<file path="src/rtl/pc_sequencer_pkg.sv">
// pc_sequencer_pkg: shared types and constants for the PC sequencer.
//   state_e - sequencer FSM encoding (IDLE, DECIDE, COMMIT)
//   src_e   - next-PC source select (SRC_SEQ, SRC_BR, SRC_J, SRC_JR)
//   PC_INC  - sequential PC increment
package pc_sequencer_pkg;

  localparam int unsigned XLEN  = 32;
  localparam int unsigned IMM_W = 26;
  localparam int unsigned OFF_W = 16;

  localparam logic [XLEN-1:0] PC_INC = 32'd4;

  typedef enum logic [1:0] {
    IDLE   = 2'd0,
    DECIDE = 2'd1,
    COMMIT = 2'd2
  } state_e;

  typedef enum logic [1:0] {
    SRC_SEQ = 2'd0,
    SRC_BR  = 2'd1,
    SRC_J   = 2'd2,
    SRC_JR  = 2'd3
  } src_e;

  // Branch target: word offset, sign-extended, added to PC+4 (wraps mod 2^32).
  function automatic logic [XLEN-1:0] branch_target(input logic [XLEN-1:0] pc4,
                                                    input logic [OFF_W-1:0] off);
    return pc4 + {{14{off[15]}}, off, 2'b00};
  endfunction

endpackage

</file>
<file path="src/rtl/pc_sequencer_if.sv">
// pc_sequencer_if: request/response bundle between the control unit and the
// PC sequencer.
//   requests : fetch_req, stall, seq_valid, jump_valid/jump_imm,
//              branch_valid/branch_taken/branch_off, jr_valid/jr_addr
//   responses: PC, PC_plus4, pc_valid, busy, timeout_err, misalign_err
//   master = control unit side, slave = sequencer side
interface pc_sequencer_if;
  import pc_sequencer_pkg::*;

  logic              fetch_req;
  logic              stall;
  logic              seq_valid;
  logic              jump_valid;
  logic [IMM_W-1:0]  jump_imm;
  logic              branch_valid;
  logic              branch_taken;
  logic [OFF_W-1:0]  branch_off;
  logic              jr_valid;
  logic [XLEN-1:0]   jr_addr;
  logic [XLEN-1:0]   PC;
  logic [XLEN-1:0]   PC_plus4;
  logic              pc_valid;
  logic              busy;
  logic              timeout_err;
  logic              misalign_err;

  modport master (
    output fetch_req, stall, seq_valid, jump_valid, jump_imm,
           branch_valid, branch_taken, branch_off, jr_valid, jr_addr,
    input  PC, PC_plus4, pc_valid, busy, timeout_err, misalign_err
  );

  modport slave (
    input  fetch_req, stall, seq_valid, jump_valid, jump_imm,
           branch_valid, branch_taken, branch_off, jr_valid, jr_addr,
    output PC, PC_plus4, pc_valid, busy, timeout_err, misalign_err
  );

endinterface

</file>
<file path="src/rtl/pc_sequencer_jump_target_calc.sv">
// jump_target_calc: combinational J-type target.
//   pc_plus4 - latched PC+4 (supplies the upper nibble)
//   jump_imm - 26-bit word index
//   target_c - {pc_plus4[31:28], jump_imm, 2'b00}
module jump_target_calc
  import pc_sequencer_pkg::*;
(
  input  logic [XLEN-1:0]  pc_plus4,
  input  logic [IMM_W-1:0] jump_imm,
  output logic [XLEN-1:0]  target_c
);

  assign target_c = {pc_plus4[31:28], jump_imm, 2'b00};

endmodule

</file>
<file path="src/rtl/pc_sequencer.sv">
// pc_sequencer: IDLE -> DECIDE -> COMMIT next-PC sequencer.
//   CLK   - rising-edge clock
//   Reset - synchronous, active-low
//   bus   - pc_sequencer_if.slave (requests in, PC/status out)
// Source priority in DECIDE: jr > jump > taken branch > sequential. With no
// valid for TIMEOUT DECIDE cycles the sequential target is forced and
// timeout_err pulses. stall freezes everything and suppresses pulses.
// Build option: define PC_ALIGN_CHECK_EN to redirect a misaligned jr to
// TRAP_VEC and pulse misalign_err on its commit; otherwise misalign_err is 0.
module pc_sequencer
  import pc_sequencer_pkg::*;
#(
  parameter logic [XLEN-1:0] RESET_PC = 32'h0000_0000,
  parameter logic [XLEN-1:0] TRAP_VEC = 32'h0000_0080,
  parameter int unsigned     TIMEOUT  = 8
) (
  input logic           CLK,
  input logic           Reset,
  pc_sequencer_if.slave bus
);

  localparam int unsigned      CNT_W    = (TIMEOUT > 1) ? $clog2(TIMEOUT) : 1;
  localparam logic [CNT_W-1:0] CNT_LAST = CNT_W'(TIMEOUT - 1);

  state_e            state_q, state_d;
  logic [CNT_W-1:0]  cnt_q, cnt_d;
  logic [XLEN-1:0]   pc_q, pc_d;
  logic [XLEN-1:0]   pc4_q, pc4_d;
  logic [XLEN-1:0]   tgt_q, tgt_d;
  logic              pc_valid_q, pc_valid_d;
  logic              tout_q, tout_d;
  logic              busy_q, busy_d;

  src_e              src;
  logic              any_valid;
  logic              jr_bad;
  logic [XLEN-1:0]   jump_tgt_c;
  logic [XLEN-1:0]   sel_tgt;

  jump_target_calc u_jump_target_calc (
    .pc_plus4 (pc4_q),
    .jump_imm (bus.jump_imm),
    .target_c (jump_tgt_c)
  );

  assign any_valid = bus.seq_valid | bus.jump_valid | bus.branch_valid | bus.jr_valid;

`ifdef PC_ALIGN_CHECK_EN
  logic mis_q, mis_d;
  logic mis_err_q, mis_err_d;
  assign jr_bad = bus.jr_valid && (bus.jr_addr[1:0] != 2'b00);
`else
  assign jr_bad = 1'b0;
`endif

  // Highest-priority source; a not-taken branch falls through to sequential.
  always_comb begin
    src = SRC_SEQ;
    if (bus.jr_valid)                             src = SRC_JR;
    else if (bus.jump_valid)                      src = SRC_J;
    else if (bus.branch_valid && bus.branch_taken) src = SRC_BR;
  end

  // Target for the selected source.
  always_comb begin
    case (src)
      SRC_JR:  sel_tgt = jr_bad ? TRAP_VEC : bus.jr_addr;
      SRC_J:   sel_tgt = jump_tgt_c;
      SRC_BR:  sel_tgt = branch_target(pc4_q, bus.branch_off);
      default: sel_tgt = pc4_q;
    endcase
  end

  // Next-state and datapath next values.
  always_comb begin
    state_d    = state_q;
    cnt_d      = cnt_q;
    pc_d       = pc_q;
    pc4_d      = pc4_q;
    tgt_d      = tgt_q;
    pc_valid_d = 1'b0;
    tout_d     = 1'b0;
`ifdef PC_ALIGN_CHECK_EN
    mis_d      = mis_q;
    mis_err_d  = 1'b0;
`endif
    if (!bus.stall) begin
      case (state_q)
        IDLE: begin
          if (bus.fetch_req) begin
            state_d = DECIDE;
            cnt_d   = '0;
            pc4_d   = pc_q + PC_INC;
          end
        end
        DECIDE: begin
          if (any_valid) begin
            tgt_d   = sel_tgt;
            state_d = COMMIT;
`ifdef PC_ALIGN_CHECK_EN
            mis_d   = jr_bad;
`endif
          end else if (cnt_q == CNT_LAST) begin
            tgt_d   = pc4_q;
            tout_d  = 1'b1;
            state_d = COMMIT;
`ifdef PC_ALIGN_CHECK_EN
            mis_d   = 1'b0;
`endif
          end else begin
            cnt_d = cnt_q + CNT_W'(1);
          end
        end
        COMMIT: begin
          pc_d       = tgt_q;
          pc_valid_d = 1'b1;
          state_d    = IDLE;
`ifdef PC_ALIGN_CHECK_EN
          mis_err_d  = mis_q;
`endif
        end
        default: state_d = IDLE;
      endcase
    end
    busy_d = (state_d != IDLE);
  end

  // State register.
  always_ff @(posedge CLK) begin
    if (!Reset) state_q <= IDLE;
    else        state_q <= state_d;
  end

  // Datapath and status registers.
  always_ff @(posedge CLK) begin
    if (!Reset) begin
      cnt_q      <= '0;
      pc_q       <= RESET_PC;
      pc4_q      <= RESET_PC + PC_INC;
      tgt_q      <= RESET_PC;
      pc_valid_q <= 1'b0;
      tout_q     <= 1'b0;
      busy_q     <= 1'b0;
    end else begin
      cnt_q      <= cnt_d;
      pc_q       <= pc_d;
      pc4_q      <= pc4_d;
      tgt_q      <= tgt_d;
      pc_valid_q <= pc_valid_d;
      tout_q     <= tout_d;
      busy_q     <= busy_d;
    end
  end

`ifdef PC_ALIGN_CHECK_EN
  // Misalignment flag carried from DECIDE to the commit pulse.
  always_ff @(posedge CLK) begin
    if (!Reset) begin
      mis_q     <= 1'b0;
      mis_err_q <= 1'b0;
    end else begin
      mis_q     <= mis_d;
      mis_err_q <= mis_err_d;
    end
  end
  assign bus.misalign_err = mis_err_q;
`else
  assign bus.misalign_err = 1'b0;
`endif

  assign bus.PC          = pc_q;
  assign bus.PC_plus4    = pc4_q;
  assign bus.pc_valid    = pc_valid_q;
  assign bus.busy        = busy_q;
  assign bus.timeout_err = tout_q;

endmodule

</file>
<file path="src/flat_wrapper.sv">
// flat-port wrapper written by rule: the top's interface ports become plain ports
module pc_sequencer_flat import pc_sequencer_pkg::*;
#(
  parameter logic [XLEN-1:0] RESET_PC = 32'h0000_0000,
  parameter logic [XLEN-1:0] TRAP_VEC = 32'h0000_0080,
  parameter int unsigned     TIMEOUT  = 8
)
  (CLK, Reset, bus_fetch_req, bus_stall, bus_seq_valid, bus_jump_valid, bus_jump_imm, bus_branch_valid, bus_branch_taken, bus_branch_off, bus_jr_valid, bus_jr_addr, bus_PC, bus_PC_plus4, bus_pc_valid, bus_busy, bus_timeout_err, bus_misalign_err);
  pc_sequencer_if bus_i ();
  input logic CLK;
  input logic Reset;
  input wire logic [$bits(bus_i.fetch_req)-1:0] bus_fetch_req;
  input wire logic [$bits(bus_i.stall)-1:0] bus_stall;
  input wire logic [$bits(bus_i.seq_valid)-1:0] bus_seq_valid;
  input wire logic [$bits(bus_i.jump_valid)-1:0] bus_jump_valid;
  input wire logic [$bits(bus_i.jump_imm)-1:0] bus_jump_imm;
  input wire logic [$bits(bus_i.branch_valid)-1:0] bus_branch_valid;
  input wire logic [$bits(bus_i.branch_taken)-1:0] bus_branch_taken;
  input wire logic [$bits(bus_i.branch_off)-1:0] bus_branch_off;
  input wire logic [$bits(bus_i.jr_valid)-1:0] bus_jr_valid;
  input wire logic [$bits(bus_i.jr_addr)-1:0] bus_jr_addr;
  output wire logic [$bits(bus_i.PC)-1:0] bus_PC;
  output wire logic [$bits(bus_i.PC_plus4)-1:0] bus_PC_plus4;
  output wire logic [$bits(bus_i.pc_valid)-1:0] bus_pc_valid;
  output wire logic [$bits(bus_i.busy)-1:0] bus_busy;
  output wire logic [$bits(bus_i.timeout_err)-1:0] bus_timeout_err;
  output wire logic [$bits(bus_i.misalign_err)-1:0] bus_misalign_err;
  assign bus_i.fetch_req = bus_fetch_req;
  assign bus_i.stall = bus_stall;
  assign bus_i.seq_valid = bus_seq_valid;
  assign bus_i.jump_valid = bus_jump_valid;
  assign bus_i.jump_imm = bus_jump_imm;
  assign bus_i.branch_valid = bus_branch_valid;
  assign bus_i.branch_taken = bus_branch_taken;
  assign bus_i.branch_off = bus_branch_off;
  assign bus_i.jr_valid = bus_jr_valid;
  assign bus_i.jr_addr = bus_jr_addr;
  assign bus_PC = bus_i.PC;
  assign bus_PC_plus4 = bus_i.PC_plus4;
  assign bus_pc_valid = bus_i.pc_valid;
  assign bus_busy = bus_i.busy;
  assign bus_timeout_err = bus_i.timeout_err;
  assign bus_misalign_err = bus_i.misalign_err;
  pc_sequencer #(.RESET_PC(RESET_PC), .TRAP_VEC(TRAP_VEC), .TIMEOUT(TIMEOUT)) u_core (.CLK(CLK), .Reset(Reset), .bus(bus_i));
endmodule
</file>
<file path="config.mk">
export PLATFORM = sky130hd
export DESIGN_NAME = pc_sequencer_flat
export DESIGN_NICKNAME = d
export VERILOG_FILES = /design/src/rtl/pc_sequencer_pkg.sv /design/src/rtl/pc_sequencer_if.sv /design/src/rtl/pc_sequencer_jump_target_calc.sv /design/src/rtl/pc_sequencer.sv /design/src/flat_wrapper.sv
export SDC_FILE = /design/constraint.sdc
export NUM_CORES = 1
export LEC_CHECK = 0
export ABC_CLOCK_PERIOD_IN_PS = 3500
export CORE_UTILIZATION = 45
export DETAILED_ROUTE_END_ITERATION = 10
export GPL_TIMING_DRIVEN = 0
export HOLD_SLACK_MARGIN = 0.03
export PLACE_DENSITY = 0.77
export SLEW_MARGIN = 20
export SYNTH_ARGS = -nofsm -noshare
export SYNTH_HDL_FRONTEND = slang
export SYNTH_HIERARCHICAL = 1
export SYNTH_SLANG_ARGS = --single-unit
export TNS_END_PERCENT = 30
</file>
<file path="constraint.sdc">
create_clock -name CLK -period 3.5 [get_ports CLK]
set_input_delay 0.7 -clock CLK [delete_from_list [all_inputs] [get_ports CLK]]
set_output_delay 0.7 -clock CLK [all_outputs]
set_load 0.02 [all_outputs]
</file>
# Yosys cells after proc, flatten, opt, wreduce, memory -nomap -nowiden
# Cells that the tools add are included.
# W data, S select, Z words.
dict set report word_totals {
  reg_bits 104
  out_inout_bits 68
  elab_cells 54
  in_bits 83
}
dict set report op_classes {
  mux 17
  add_sub_neg 3
  n_eq_ne 9
  n_bitwise 6
  n_reduce_logical 11
}
# cell count
set op_table {}
lappend op_table {{$pmux W32 S3} 1}
lappend op_table {{$mux W32} 2}
lappend op_table {{$add A32 B3 Y32 const B} 1}
lappend op_table {{$add A32 B32 Y32} 1}
lappend op_table {{$mux W2} 6}
lappend op_table {{$mux W3} 3}
lappend op_table {{$eq A2 B2 Y1 const B} 3}
lappend op_table {{$ne A2 B2 Y1 const B} 3}
lappend op_table {{$pmux W3 S2} 1}
lappend op_table {{$reduce_and A3 Y1} 2}
lappend op_table {{$reduce_bool A2 Y1} 3}
lappend op_table {{$reduce_and A5 Y1} 1}
lappend op_table {{$eq A2 B1 Y1 const B} 2}
lappend op_table {{$pmux W2 S2} 1}
lappend op_table {{$reduce_or A4 Y1} 1}
lappend op_table {{$add A3 B1 Y3 const B} 1}
lappend op_table {{$eq A3 B3 Y1 const B} 1}
lappend op_table {{$mux W1} 3}
lappend op_table {{$not A1 Y1} 3}
lappend op_table {{$or A1 B1 Y1} 3}
lappend op_table {{$logic_not A2 Y1} 1}
lappend op_table {{$reduce_and A2 Y1} 1}
lappend op_table {{$reduce_or A2 Y1} 1}
lappend op_table {{$logic_and A1 B1 Y1} 1}

# Depth between registers and ports, before layout
dict set report logic_depth {
  ltp_word 7
  mapped_depth 13
}

# Hierarchy
# The synthesis kept the hierarchy.
# module instances seq_area_each_um2 area_each_um2 cells_per_inst
set by_module_without_submodules {}
lappend by_module_without_submodules {pc_sequencer 1 2082.0 6276.0 799}
lappend by_module_without_submodules {jump_target_calc 1 0.0 244.0 33}

# Worst setup path before layout
# Ideal clock, no wire load.
dict set report synth_path {
  path_type {in2reg}
  start {in bus_branch_off[0]}
  end {reg u_core.tgt_q[28]}
  setup_ns 0.070
  arrival_ns 2.837
  slack_ns 0.593
  stages 12
  cell_sequence {ha_1 -> inv_1 -> fa_1 -> nor2b_4 -> o211ai_2 -> a21oi_2 -> nor4_2 -> o21ai_2 -> a311oi_4 -> o21ai_2 -> or4_1 -> a21oi_1}
}
dict set report synth_via {
  elab_chain_cells 3
}
# item line_no
set synth_rtl {}
lappend synth_rtl {{start: declaration} flat_wrapper.sv:19} ;# input wire logic [$bits(bus_i.branch_off)-1:0] bus_branch_off;
lappend synth_rtl {{$add A32 B32 Y32} pc_sequencer_pkg.sv:29} ;# return pc4 + {{14{off[15]}}, off, 2'b00};
lappend synth_rtl {{$pmux W32 S3} pc_sequencer.sv:66} ;# case (src)
lappend synth_rtl {{$mux W32} pc_sequencer.sv:97} ;# if (any_valid) begin
lappend synth_rtl {{end signal: assignment} pc_sequencer.sv:148} ;# tgt_q <= tgt_d;
lappend synth_rtl {{end: declaration} pc_sequencer.sv:29} ;# logic [XLEN-1:0] tgt_q, tgt_d;
# Every way passes these cells.
# A chain may end at the register's enable or synchronous reset.

# Worst setup path after layout
dict set report layout_path {
  start {in bus_branch_off[15]}
  end {reg u_core.tgt_q[28]}
}
# Same word-level chain as after synthesis.

==> results by group <==
Worst setup path
  • Register-to-Register Setup Slack: ~0.57 ns
  • Required time of the critical path: approximately 3.8 ns
  • Kind of end point of the critical path: register
  • Category of the worst setup path launch point: input pin
  • Data arrival at the endpoint of the critical path: roughly 3.8 ns
  • Crit Path Category: in -> reg
  • Worst-path maximum fanout: 17

Pwr
  • Max VDD drop: ~0.28 mV
  • Combinational power share: 0.226
  • Power density relative to cell area: approximately 350 nW/um^2
  • Power share of the clock group: 0.343
  • LEAKAGE: ~3.1 nW
  • Pint: a little over 2 mW
  • Post-layout power: 2.93 mW
  • Switching Share: 0.297
  • Switching power of the nets: between 0.8 and 0.9 mW
  • Proportion of power drawn by flip-flops and latches: 0.430

Global route
  • Maximum number of pins on one net before global-route repair: 18
  • First-pass GRT wire length: 33.8 mm
  • Overall global routing resource usage: 0.298
  • Total congestion overflow after global routing: 0
  • Vias in the first global route: just over 6k
  • Initial antenna violation count: 0

CTS
  • Clock-pin slew of the registers on the worst-case setup and hold paths: about 0.070 ns
  • Bufs on Longest Clock Path: 2
  • Number of CTS-inserted buffers: 9
  • TritonCTS clock tree: done
  • H-tree Lvls: 3
  • Sinks on the clock net: 104
  • Post-CTS setup-driven buffer insertion count: 0
  • Insertion delay to the later sink of the worst-skew pair: ~0.35 ns
  • Cell at the root of the clock tree: sky130_fd_sc_hd__clkbuf_16

Yosys
  • Library cell occupying the most area in the post-synthesis netlist: sky130_fd_sc_hd__dfxtp_1
  • Share of flip-flops with an asynchronous set or reset after synthesis: 0
  • Top cells by area, synth: sky130_fd_sc_hd__dfxtp_1, sky130_fd_sc_hd__nand2_1, sky130_fd_sc_hd__ha_1
  • Top post-synthesis cells by count: sky130_fd_sc_hd__nand2_1, sky130_fd_sc_hd__dfxtp_1, sky130_fd_sc_hd__nor2_1
  • Most repeated cell in the gate-level netlist after synthesis: sky130_fd_sc_hd__nand2_1
  • Post-synth EDFFs: 0
  • Average footprint of a synthesized cell: roughly 7.8 um^2
  • Share of the synthesized area in the top cell type: 0.319
  • Part of the Yosys area used for sequential elements: 0.319
  • Netlist Area Pre-Place: 6520 um^2
  • Most used flip-flop cell after synthesis: sky130_fd_sc_hd__dfxtp_1
  • Number of register bits inferred by synthesis: between 100 and 150
  • Yosys warnings: 6
  • Number of instances in the synthesized netlist: approximately 830
  • Distinct cells, synth: 71

Timing
  • Final-report setup violation count: 0
  • Fin. max-slew vios: 0
  • Slew headroom: 0.460
  • Pin slew with the least headroom to its limit: a little over 0.8 ns
  • Worst clock skew: 0.0124 ns
  • Max Freq: approximately 290 MHz
  • Portion of the clock cycle consumed by the worst path in the final layout: 0.990
  • Unrepaired setup endpoints after global routing: yes
  • Final Hold Viols: 0
  • Final min period: approximately 3.5 ns
  • Worst path setup slack after routing: 0.0345 ns

Placement
  • Total half-perimeter wirelength after legalization and detailed placement: between 15 and 20 mm
  • Number of buffers inserted by port buffering: between 100 and 150
  • GPL Wtd Cong: between 0.9 and 1
  • Dpl ws: -0.517 ns

Route
  • Post-detailed-route count of antenna-violating nets: 0
  • DRC marker count from the first detailed-route iteration: around 860
  • DRC viols: 0
  • Average via count per standard cell: between 6 and 7
  • Via count: 6,935
  • Total wire length: ~23 mm
  • Post-detailed-route wirelength per cell: about 20 um
  • Drt pass-1 iters: 7

Layout
  • Ratio of cells with drive above 1 in the final layout: 0.0804
  • Relative area change from synthesis to final layout: 27.1%
  • Final-stage net count: 1,081
  • Number of antenna cells inserted: 0

Floorplan
  • Vert. Die Dim: approximately 120 um
  • Horizontal extent of the die: about 120 um
  • Starting density of the core: 0.466
  • Core region area: 14,000 um^2
  • Site Rows: 43
  • Die Footprint: 15,000 um^2
  • Ports placed on the boundary: between 150 and 200

Job
  • Number of max-capacitance violations reported: 0

Status
  • Status: complete, no violations

Min path
  • Type of the tightest min-delay check: reg -> reg
sequential cells by signal (all words and copies together) (netlist names):
name	flops
u_core/bus.timeout_err	1
u_core/bus.PC	32
u_core/tgt_q	32
u_core/bus.PC_plus4	32
u_core/cnt_q	3
u_core/state_q	2
u_core/bus.pc_valid	1
u_core/bus.busy	1
final timing paths:
path	end	cells past startpoint	start
worst min-delay path	u_core/bus.PC[30]$_SDFFE_PN0P_	2	u_core/tgt_q[30]$_SDFFE_PN0P_
worst min register to register	u_core/bus.PC[30]$_SDFFE_PN0P_	2	u_core/tgt_q[30]$_SDFFE_PN0P_
worst max register to register	u_core/tgt_q[28]$_SDFFE_PN0P_	13	u_core/bus.PC_plus4[2]$_SDFFE_PN1P_
worst max-delay path	u_core/tgt_q[28]$_SDFFE_PN0P_	11	bus_branch_off[15]
power by group through the flow:
stage | Combinational [mW] | Sequential (mW) | Clock, mW
finish | 0.662 | 1.26 | 1.01
global placement | 0.630 | 1.29 | 0
CTS | 0.642 | 1.26 | 1.01
floorplan | 0.381 | 1.30 | 0
global route | 0.711 | 1.26 | 1.06
detailed placement | 0.638 | 1.29 | 0
timing repair:
action / 4_1_cts / 5_1_grt
gates resized for setup: 1 / 6
hold buffers: 0 / 0
pin swaps: 0 / 4
setup endpoints to repair: 2 / 14
cell families (layout without fill, tap and decap cells):
family | Yosys count | after routing | synth area share
flip-flops | 104 | 104 | 0.319
AO/OA/AOI/OAI | 235 | 235 | 0.244
adder cells (fa/ha/maj) | 33 | 33 | 0.0645
other | 2 | 3 | 0.00115
XOR/XNOR | 42 | 42 | 0.0564
buffers and inverters | 91 | 228 | 0.0764
multiplexers | 8 | 8 | 0.0123
AND/OR/NAND/NOR | 317 | 317 | 0.225
cells in the final DEF, fill, tap and decap left out, types with 11 or more instances in the layout:
cell type,count
sky130_fd_sc_hd__nand3_1,24
sky130_fd_sc_hd__nor3_1,22
sky130_fd_sc_hd__clkbuf_1,42
sky130_fd_sc_hd__a211oi_1,28
sky130_fd_sc_hd__nand2_1,126
sky130_fd_sc_hd__nor2_1,75
sky130_fd_sc_hd__ha_1,32
sky130_fd_sc_hd__dfxtp_1,104
sky130_fd_sc_hd__a21o_1,12
sky130_fd_sc_hd__xnor2_1,19
sky130_fd_sc_hd__and3_1,11
sky130_fd_sc_hd__a21oi_1,65
sky130_fd_sc_hd__xor2_1,23
sky130_fd_sc_hd__clkdlybuf4s50_1,120
sky130_fd_sc_hd__o21ai_0,41
sky130_fd_sc_hd__buf_4,33
sky130_fd_sc_hd__a222oi_1,16
sky130_fd_sc_hd__or3_1,11
layer usage:
layer  part of all wire  up-vias  track usage
met5                  0        -            0
met3               0.10       58       0.0507
met4              0.033        0        0.128
met1               0.41     3229        0.401
li1                   -     3246            -
met2               0.46      402        0.467
cell type report:
class	count	area, um^2
Multi-Input combinational cell	638	3980
Sequential cell	104	2080
Clock buffer	13	270
Timing Repair Buffer	121	1210
Fill cell	1293	5700
Clock inverter	3	25.0
Buffer	83	469
Tap cell	180	225
Inverter	8	30.0
through the flow:
| stage | hold WS (ns) | utilization | setup TNS, ns | cells | cell area (um^2) |
|---|---|---|---|---|---|
| final | 0.448 | 0.592 | 0 | 1150 | 8290 |
| after floorplan | 0.426 | - | 0 | 833 | 6520 |
| after detailed placement | 0.441 | 0.569 | -4.24 | 1134 | 7960 |
| after global routing | 0.451 | 0.592 | -0.0696 | 1150 | 8290 |
| after global placement | 0.434 | 0.569 | -4.46 | 1134 | 7960 |
| after CTS | 0.446 | 0.590 | 0 | 1150 | 8250 |
critical path, stage by stage:
cell and delay, ns:
sky130_fd_sc_hd__dlygate4sd2_1 0.73, sky130_fd_sc_hd__ha_1 0.41, sky130_fd_sc_hd__a21o_1 0.18, sky130_fd_sc_hd__a21o_1 0.16, sky130_fd_sc_hd__a21o_1 0.18, sky130_fd_sc_hd__a21oi_2 0.14, sky130_fd_sc_hd__nor2b_2 0.06, sky130_fd_sc_hd__a311oi_4 0.37
sky130_fd_sc_hd__o21ai_2 0.13, sky130_fd_sc_hd__or4_1 0.55, sky130_fd_sc_hd__a21oi_1 0.13
Power figures use the tool's default switching activity.
